===== config.mk =====
export PLATFORM = sky130hd
export DESIGN_NAME = dac_frame_serializer
export DESIGN_NICKNAME = d
export VERILOG_FILES = /design/src/rtl/audio_pkg.sv /design/src/rtl/dac_sclk_tick.sv /design/src/rtl/dac_frame_serializer.sv
export SDC_FILE = /design/constraint.sdc
export NUM_CORES = 1
export LEC_CHECK = 0
export CELL_PAD_IN_SITES_DETAIL_PLACEMENT = 1
export CELL_PAD_IN_SITES_GLOBAL_PLACEMENT = 2
export CORE_UTILIZATION = 31
export CTS_BUF_LIST = sky130_fd_sc_hd__clkbuf_8
export DETAILED_ROUTE_END_ITERATION = 12
export GPL_ROUTABILITY_DRIVEN = 0
export MAX_ROUTING_LAYER = met4
export PLACE_DENSITY = 0.75
export SYNTH_ARGS = -nofsm -noshare
export SYNTH_HDL_FRONTEND = slang
export SYNTH_SLANG_ARGS = --single-unit

===== constraint.sdc =====
create_clock -name clk -period 1.7 [get_ports clk]
set_input_delay 0.255 -clock clk [delete_from_list [all_inputs] [get_ports clk]]
set_output_delay 0.255 -clock clk [all_outputs]
set_load 0.02 [all_outputs]

===== src/rtl/audio_pkg.sv =====
// audio_pkg: shared types and frame constants for the DAC serializer.
package audio_pkg;
  typedef enum logic [1:0] {IDLE, SHIFT, GAP} dac_state_t;
  localparam int FRAME_BITS = 16;
  localparam int SAMPLE_W = 12;
  localparam logic [1:0] PD_NORMAL = 2'b00;
endpackage


===== src/rtl/dac_sclk_tick.sv =====
// dac_sclk_tick: SCLK half-period divider producing toggle, rise and fall strobes.
module dac_sclk_tick #(
  parameter int HALF_DIV = 2
) (
  input  logic clk,
  input  logic reset,
  input  logic en,
  input  logic sclk,
  output logic tick,
  output logic rise,
  output logic fall
);
  localparam int DW = $clog2(HALF_DIV) + 1;
  logic [DW-1:0] div_cnt_q, div_cnt_d;
  always_comb begin
    tick = en && (div_cnt_q == DW'(HALF_DIV - 1));
    div_cnt_d = (!en || tick) ? '0 : div_cnt_q + 1'b1;
    rise = tick && !sclk;
    fall = tick && sclk;
  end
  always_ff @(posedge clk) begin
    if (reset) div_cnt_q <= '0;
    else div_cnt_q <= div_cnt_d;
  end
endmodule


===== src/rtl/dac_frame_serializer.sv =====
// dac_frame_serializer: 12-bit sample to 16-bit SPI frame for the Pmod DA2 DAC.
// Define DAC_VOLUME_EN to add a 3-bit volume scaler applied at accept.
module dac_frame_serializer
  import audio_pkg::*;
#(
  parameter int HALF_DIV   = 2,
  parameter int GAP_CYCLES = 2
) (
  input  logic                clk,
  input  logic                reset,
  input  logic [SAMPLE_W-1:0] sample,
  input  logic                sample_valid,
`ifdef DAC_VOLUME_EN
  input  logic [2:0]          volume,
`endif
  output logic                sample_ready,
  output logic                busy,
  output logic                dac_sync_n,
  output logic                dac_sclk,
  output logic                dac_din
);
  localparam int GW = $clog2(GAP_CYCLES) + 1;
  dac_state_t state_q, state_d;
  logic [FRAME_BITS-1:0] shreg_q, shreg_d;
  logic [4:0] bit_cnt_q, bit_cnt_d;
  logic [GW-1:0] gap_cnt_q, gap_cnt_d;
  logic sync_n_q, sync_n_d, sclk_q, sclk_d, din_q, din_d;
  logic [SAMPLE_W-1:0] data12;
  logic accept, tick, rise, fall;
`ifdef DAC_VOLUME_EN
  logic [14:0] scaled;
  assign scaled = 15'(sample) * 15'({1'b0, volume} + 4'd1);
  assign data12 = scaled[14:3];
`else
  assign data12 = sample;
`endif
  assign sample_ready = (state_q == IDLE) && !reset;
  assign busy = state_q != IDLE;
  assign accept = sample_valid && sample_ready;
  assign dac_sync_n = sync_n_q;
  assign dac_sclk = sclk_q;
  assign dac_din = din_q;
  dac_sclk_tick #(.HALF_DIV(HALF_DIV)) u_tick (
    .clk(clk), .reset(reset), .en(state_q == SHIFT), .sclk(sclk_q),
    .tick(tick), .rise(rise), .fall(fall)
  );
  always_comb begin
    state_d = state_q;
    shreg_d = shreg_q;
    bit_cnt_d = bit_cnt_q;
    gap_cnt_d = gap_cnt_q;
    sync_n_d = sync_n_q;
    sclk_d = sclk_q;
    din_d = din_q;
    unique case (state_q)
      IDLE: if (accept) begin
        state_d = SHIFT;
        shreg_d = {2'b00, PD_NORMAL, data12};
        bit_cnt_d = '0;
        sync_n_d = 1'b0;
        sclk_d = 1'b1;
        din_d = shreg_d[FRAME_BITS-1];
      end
      SHIFT: if (fall) begin
        sclk_d = 1'b0;
        bit_cnt_d = (bit_cnt_q == 5'(FRAME_BITS)) ? bit_cnt_q : bit_cnt_q + 5'd1;
      end else if (rise) begin
        sclk_d = 1'b1;
        // the rise after the 16th fall closes the frame instead of shifting
        if (bit_cnt_q == 5'(FRAME_BITS)) begin
          state_d = GAP;
          sync_n_d = 1'b1;
          din_d = 1'b0;
          gap_cnt_d = '0;
        end else begin
          shreg_d = shreg_q << 1;
          din_d = shreg_q[FRAME_BITS-2];
        end
      end
      GAP: begin
        state_d = (gap_cnt_q == GW'(GAP_CYCLES - 1)) ? IDLE : GAP;
        gap_cnt_d = gap_cnt_q + 1'b1;
      end
      default: state_d = IDLE;
    endcase
  end
  always_ff @(posedge clk) begin
    if (reset) begin
      state_q <= IDLE;
      shreg_q <= '0;
      bit_cnt_q <= '0;
      gap_cnt_q <= '0;
      sync_n_q <= 1'b1;
      sclk_q <= 1'b1;
      din_q <= 1'b0;
    end else begin
      state_q <= state_d;
      shreg_q <= shreg_d;
      bit_cnt_q <= bit_cnt_d;
      gap_cnt_q <= gap_cnt_d;
      sync_n_q <= sync_n_d;
      sclk_q <= sclk_d;
      din_q <= din_d;
    end
  end
endmodule


* Word-level counts from Yosys, hierarchy flattened
Index checks and enable logic that the tools add are counted.
** Word-level totals
- Flip-flop bits (word level) :: 29
- Bits in writable memories :: 0
- Latch bits :: 0
- Memories :: 0
- Input port bits :: 15
- Output and inout bits :: 5
- ROM bits :: 0
- Word-level logic and storage cells :: 76
** Operators by class
- Shift-type cells :: 0
- Bitwise logic cells :: 0
- Equality and inequality tests :: 12
- Order comparisons :: 0
- $add $sub $neg :: 3
- Multiplexer cells :: 32
- Divide/modulo/power cells :: 0
- Reductions and logical operators :: 21
- Multipliers :: 0
** Operators by type and width (count)
- $mux W15 :: 4
- $pmux W15 S2 :: 1
- $mux W2 :: 8
- $reduce_and A4 Y1 :: 4
- $mux W5 :: 3
- $ne A2 B2 Y1 const B :: 6
- $mux W1 :: 10
- $pmux W5 S2 :: 1
- $reduce_and A5 Y1 :: 2
- $eq A2 B1 Y1 const B :: 3
- $pmux W1 S2 :: 3
- $pmux W2 S3 :: 1
- $reduce_bool A2 Y1 :: 3
- $add A5 B1 Y5 const B :: 1
- $eq A5 B5 Y1 const B :: 1
- $logic_and A1 B1 Y1 :: 5
- $add A2 B1 Y2 const B :: 2
- $pmux W2 S2 :: 1
- $logic_not A1 Y1 :: 3
- $ne A3 B3 Y1 const B :: 1
- $reduce_and A3 Y1 :: 1
- $eq A2 B2 Y1 const B :: 1
- $logic_not A2 Y1 :: 1
- $reduce_or A2 Y1 :: 1
- $logic_or A1 B1 Y1 :: 1

* Depth between registers and ports, before layout
- Depth after elaboration :: 6
- Mapped depth :: 7

* Hierarchy
From an unflattened synthesis, not the netlist that was laid out.
** Unflattened totals
- Cells, all modules :: 164
- Area, all modules :: 1510.2 µm²
** Modules (own cells, without submodules)
- dac_frame_serializer :: instances 1, area an instance 1411.4 µm², cells each 155
- dac_sclk_tick :: instances 1, area an instance 98.8 µm², cells each 9

* Least setup slack after synthesis
OpenSTA, ideal clock, no wires.
- Path kind :: reg-to-reg
- Start point :: register bit_cnt_q[0]
- End point :: register shreg_q[10]
- Path buffers :: 2
- Stages on the path, launching flop included :: 8
- Data arrival time :: 1.534 ns
- Setup slack :: 0.035 ns
- Data required time :: 1.569 ns
- Cells stage by stage :: dfxtp_1 inv_1 ha_1 and4bb_2 a221oi_2 buf_4 buf_6 a311oi_2
** On the way
- Longest elaborated chain between the ends :: 3
** Ends and longest elaborated chain
- start: declaration :: RTL line dac_frame_serializer.sv:25 : logic [4:0] bit_cnt_q, bit_cnt_d;
- start signal: assignment :: RTL line dac_frame_serializer.sv:99 : bit_cnt_q <= bit_cnt_d;
- $eq A5 B5 Y1 :: RTL line dac_frame_serializer.sv:70 : if (bit_cnt_q == 5'(FRAME_BITS)) begin
- $ne A2 B2 Y1 (no line)
- $reduce_and A5 Y1 (no line)
- end signal: assignment :: RTL line dac_frame_serializer.sv:98 : shreg_q <= shreg_d;
- end: declaration :: RTL line dac_frame_serializer.sv:24 : logic [FRAME_BITS-1:0] shreg_q, shreg_d;
No other way between the ends.
A chain may end at the register's enable or synchronous reset.

* Worst setup path in the final report
- Start point :: register bit_cnt_q[1]
- End point :: register shreg_q[1]
Same word-level chain as after synthesis.

==> summary.txt <==
CP max FO - 8
# port buffers - 19
Vias in the first global route - 1,446
Finished Layout Cells - 256
Pin count of the biggest net entering global routing - 17
Critical Path AT - 1.91 ns
Worst-path clk slew - 0.07 ns
Core footprint - 4470 µm²
Max clock buf depth - 2
Total routed wirelength - 3.89 mm
MaxCap Viol Count - 0
Clock Skews - 0.00801 ns
Violated checks - DRC, setup timing
Share of post-route cells with drive strength above 1 - 35.3%
Die height - 71.3 µm
CTS tree - built
Reg2Reg Setup Slack - -0.01 ns
Most frequent cells in the layout - dfxtp_1 (27), nand2_1 (25), buf_4 (21), clkdlybuf4s50_1 (15), nor2_1 (14)
Top Layer Used - met4
Num CTS Buffers - 5
Wire length on met3 - 101 µm
Initial Utilization - 33.3%
Syn Std Cell Area - 1490 µm²
Worst Reg-to-Reg Cells - 7
# IOs - 20
Final hold vios - 0
Initial antenna violation count - 0
Crit share post-route - 101%
Drt first-iter violations - 42
R2R Path End - shreg_q[1]
Fill cells - 510
Yosys top cell area share - 39.0%
Area of the die - 5080 µm²
Area grow syn2layout - 38.2%
Clk sinks - 29
Vias/cell - 5.09
HP Class - reg2reg
WP data required - 1.90 ns
Final Cell Area - 2060 µm²
Synth Instances - 162
Hold path depth - 1
Yosys cell types - 37
Congestion Overflow GR - 0
Leak - 0.763 nW
Reg2reg start - bit_cnt_q[1]
Endpoint, Worst Hold - u_tick.div_cnt_q[0]
Detail Route Antenna Nets - 0
DP Cell Count - 243
Leading post-synthesis cells by cell area - dfxtp_1 (39%), a311oi_2 (11%), nand2_1 (6.3%), nor2_1 (6.1%), clkbuf_8 (4.6%)
CP Launch Type - flip-flop
WS Path Type - reg2reg
Slew @ Worst Pin - 0.301 ns
Final Max Tran Viols - 0
N_diodes - 0
Post-DP HPWL - 2.62 mm
Peak Freq - 584 MHz
Router iterations before antenna repair - 7
Final #Nets - 222
Syn nets - 181
Hold Buf Count CTS - 0
Dpl cell area - 1810 µm²
Via count - 1,304
HP Start - u_tick.div_cnt_q[0]
Sequential fraction of the synthesis area - 39.0%
Run status - finished, violations left
Rows - 24
Skew-Pair Late Insertion Delay - 0.28 ns
Met2 WL - 2.07 mm
Gr usage total - 18.0%
Die width - 71.3 µm
Setup crit end kind - flip-flop
Setup WS post-layout - -0.0132 ns
Met1 Wirelength - 1.66 mm
#FFs+latches synth - 29
PwrDens - 834 nW/µm²
Minimum clock period - 1.71 ns
Unrepaired setup endpoints after global routing - true
# H-tree levels - 2
WL/cell - 15.2 µm
Setup-failing EPs final - 3
CTS Root Cell - clkbuf_8
Syn_area_per_cell - 9.19 µm²
Worst vdd ir - 0.000401 V
Synth area leader - dfxtp_1
Max transition margin - 79.9%
Commonest non-fill, non-tap cell in the layout - dfxtp_1
DRC errors left - 3
First-pass GRT wire length - 6.74 mm
YS warnings - 0
registers in the layout (all words and copies together) (netlist names):
name	cells
shreg_q	15
bit_cnt_q	5
gap_cnt_q	2
state_q	2
u_tick.div_cnt_q	2
dac_din	1
dac_sclk	1
dac_sync_n	1
worst max-delay path by stage:
stage	start	to	cells after the start
final	bit_cnt_q[1]	shreg_q[1]	7
after detailed placement	sample_valid	shreg_q[4]	6
after global placement	sample_valid	shreg_q[5]	6
after floorplan	bit_cnt_q[0]	shreg_q[10]	7
after CTS	bit_cnt_q[1]	shreg_q[3]	8
after global routing	bit_cnt_q[1]	shreg_q[1]	7
worst max-delay path, stage by stage, from the launching register on:
cell and delay [ns]:
dfxtp_2 0.33, inv_2 0.05, ha_4 0.15, and4bb_2 0.26, a221oi_4 0.36, buf_6 0.23, nor2_4 0.04, a311oi_2 0.22
Yosys cell counts:
master,instances
o21bai_1,1
xnor2_1,2
inv_1,5
nand4b_1,1
nand4bb_1,1
mux2i_1,2
mux2_2,1
nand2b_1,7
nor3_1,3
clkbuf_8,5
nand3_1,6
o32ai_1,1
a211o_1,1
or3b_1,1
o21ai_0,2
a21boi_0,1
nand3b_1,3
a21oi_1,8
clkbuf_1,1
a21o_2,1
or4b_4,1
and4bb_2,1
buf_4,4
nor2_1,24
nand2_1,25
a221oi_2,1
a22oi_1,1
a22o_1,1
buf_6,1
a311oi_2,11
or3_1,1
nor2b_1,1
nor4_1,2
a21o_1,1
and3_1,1
ha_1,4
dfxtp_1,29
cell families (layout without fill, tap and decap cells):
family	count (synthesis)	after routing	synth area share, %
DFF	29	29	39.0
adders and majority gates	4	4	3.36
and+or+nand+nor	78	78	25.6
xor gates and xnor gates	2	2	1.18
muxes	3	3	2.10
buffers and inverters	16	58	8.91
AOI/OAI and AO/OA	30	30	19.8
layer usage:
metal  up-vias  track usage (%)
met2        14             32.2
met3         6             4.78
met5         -                -
met4         0             6.67
met1       638             19.1
li1        646                -
power breakdown:
group	leakage (nW)	switching [mW]	total [mW]	internal [mW]
clock network	0.0626	0.266	0.737	0.471
registers	0.237	0.0201	0.726	0.706
logic	0.463	0.126	0.252	0.126
stage by stage:
| step | setup WS [ns] | power (mW) | util, % | hold slack [ns] | setup TNS (ns) |
|---|---|---|---|---|---|
| floorplan | 0.0354 | 0.877 | - | 0.404 | 0 |
| global placement | -0.354 | 0.958 | 40.5 | 0.414 | -6.07 |
| detailed placement | -0.397 | 0.967 | 40.5 | 0.452 | -6.79 |
| CTS | -0.0271 | 1.74 | 45.8 | 0.461 | -0.0824 |
| global route | -0.101 | 1.80 | 46.0 | 0.477 | -1.04 |
| finish | -0.0132 | 1.72 | 46.0 | 0.458 | -0.0281 |
timing repair:
item / in CTS / in global routing
pin swaps: 10 / 7
cloned: 2 / 0
buffers inserted: 5 / 1
setup endpoints to repair: 17 / 18
resized for setup: 18 / 23
cell type report:
| type | count | area, µm² | area share [%] |
|---|---|---|---|
| clock inverter | 2 | 33.8 | 1.64 |
| sequential | 29 | 583 | 28.3 |
| clock buffer | 6 | 82.6 | 4.01 |
| tap | 52 | 65.1 | 3.16 |
| timing repair buffer | 45 | 395 | 19.2 |
| multi-input combinational | 117 | 878 | 42.7 |
| inverter | 5 | 18.8 | 0.912 |
Note: power is estimated with default switching activity, not from simulation.
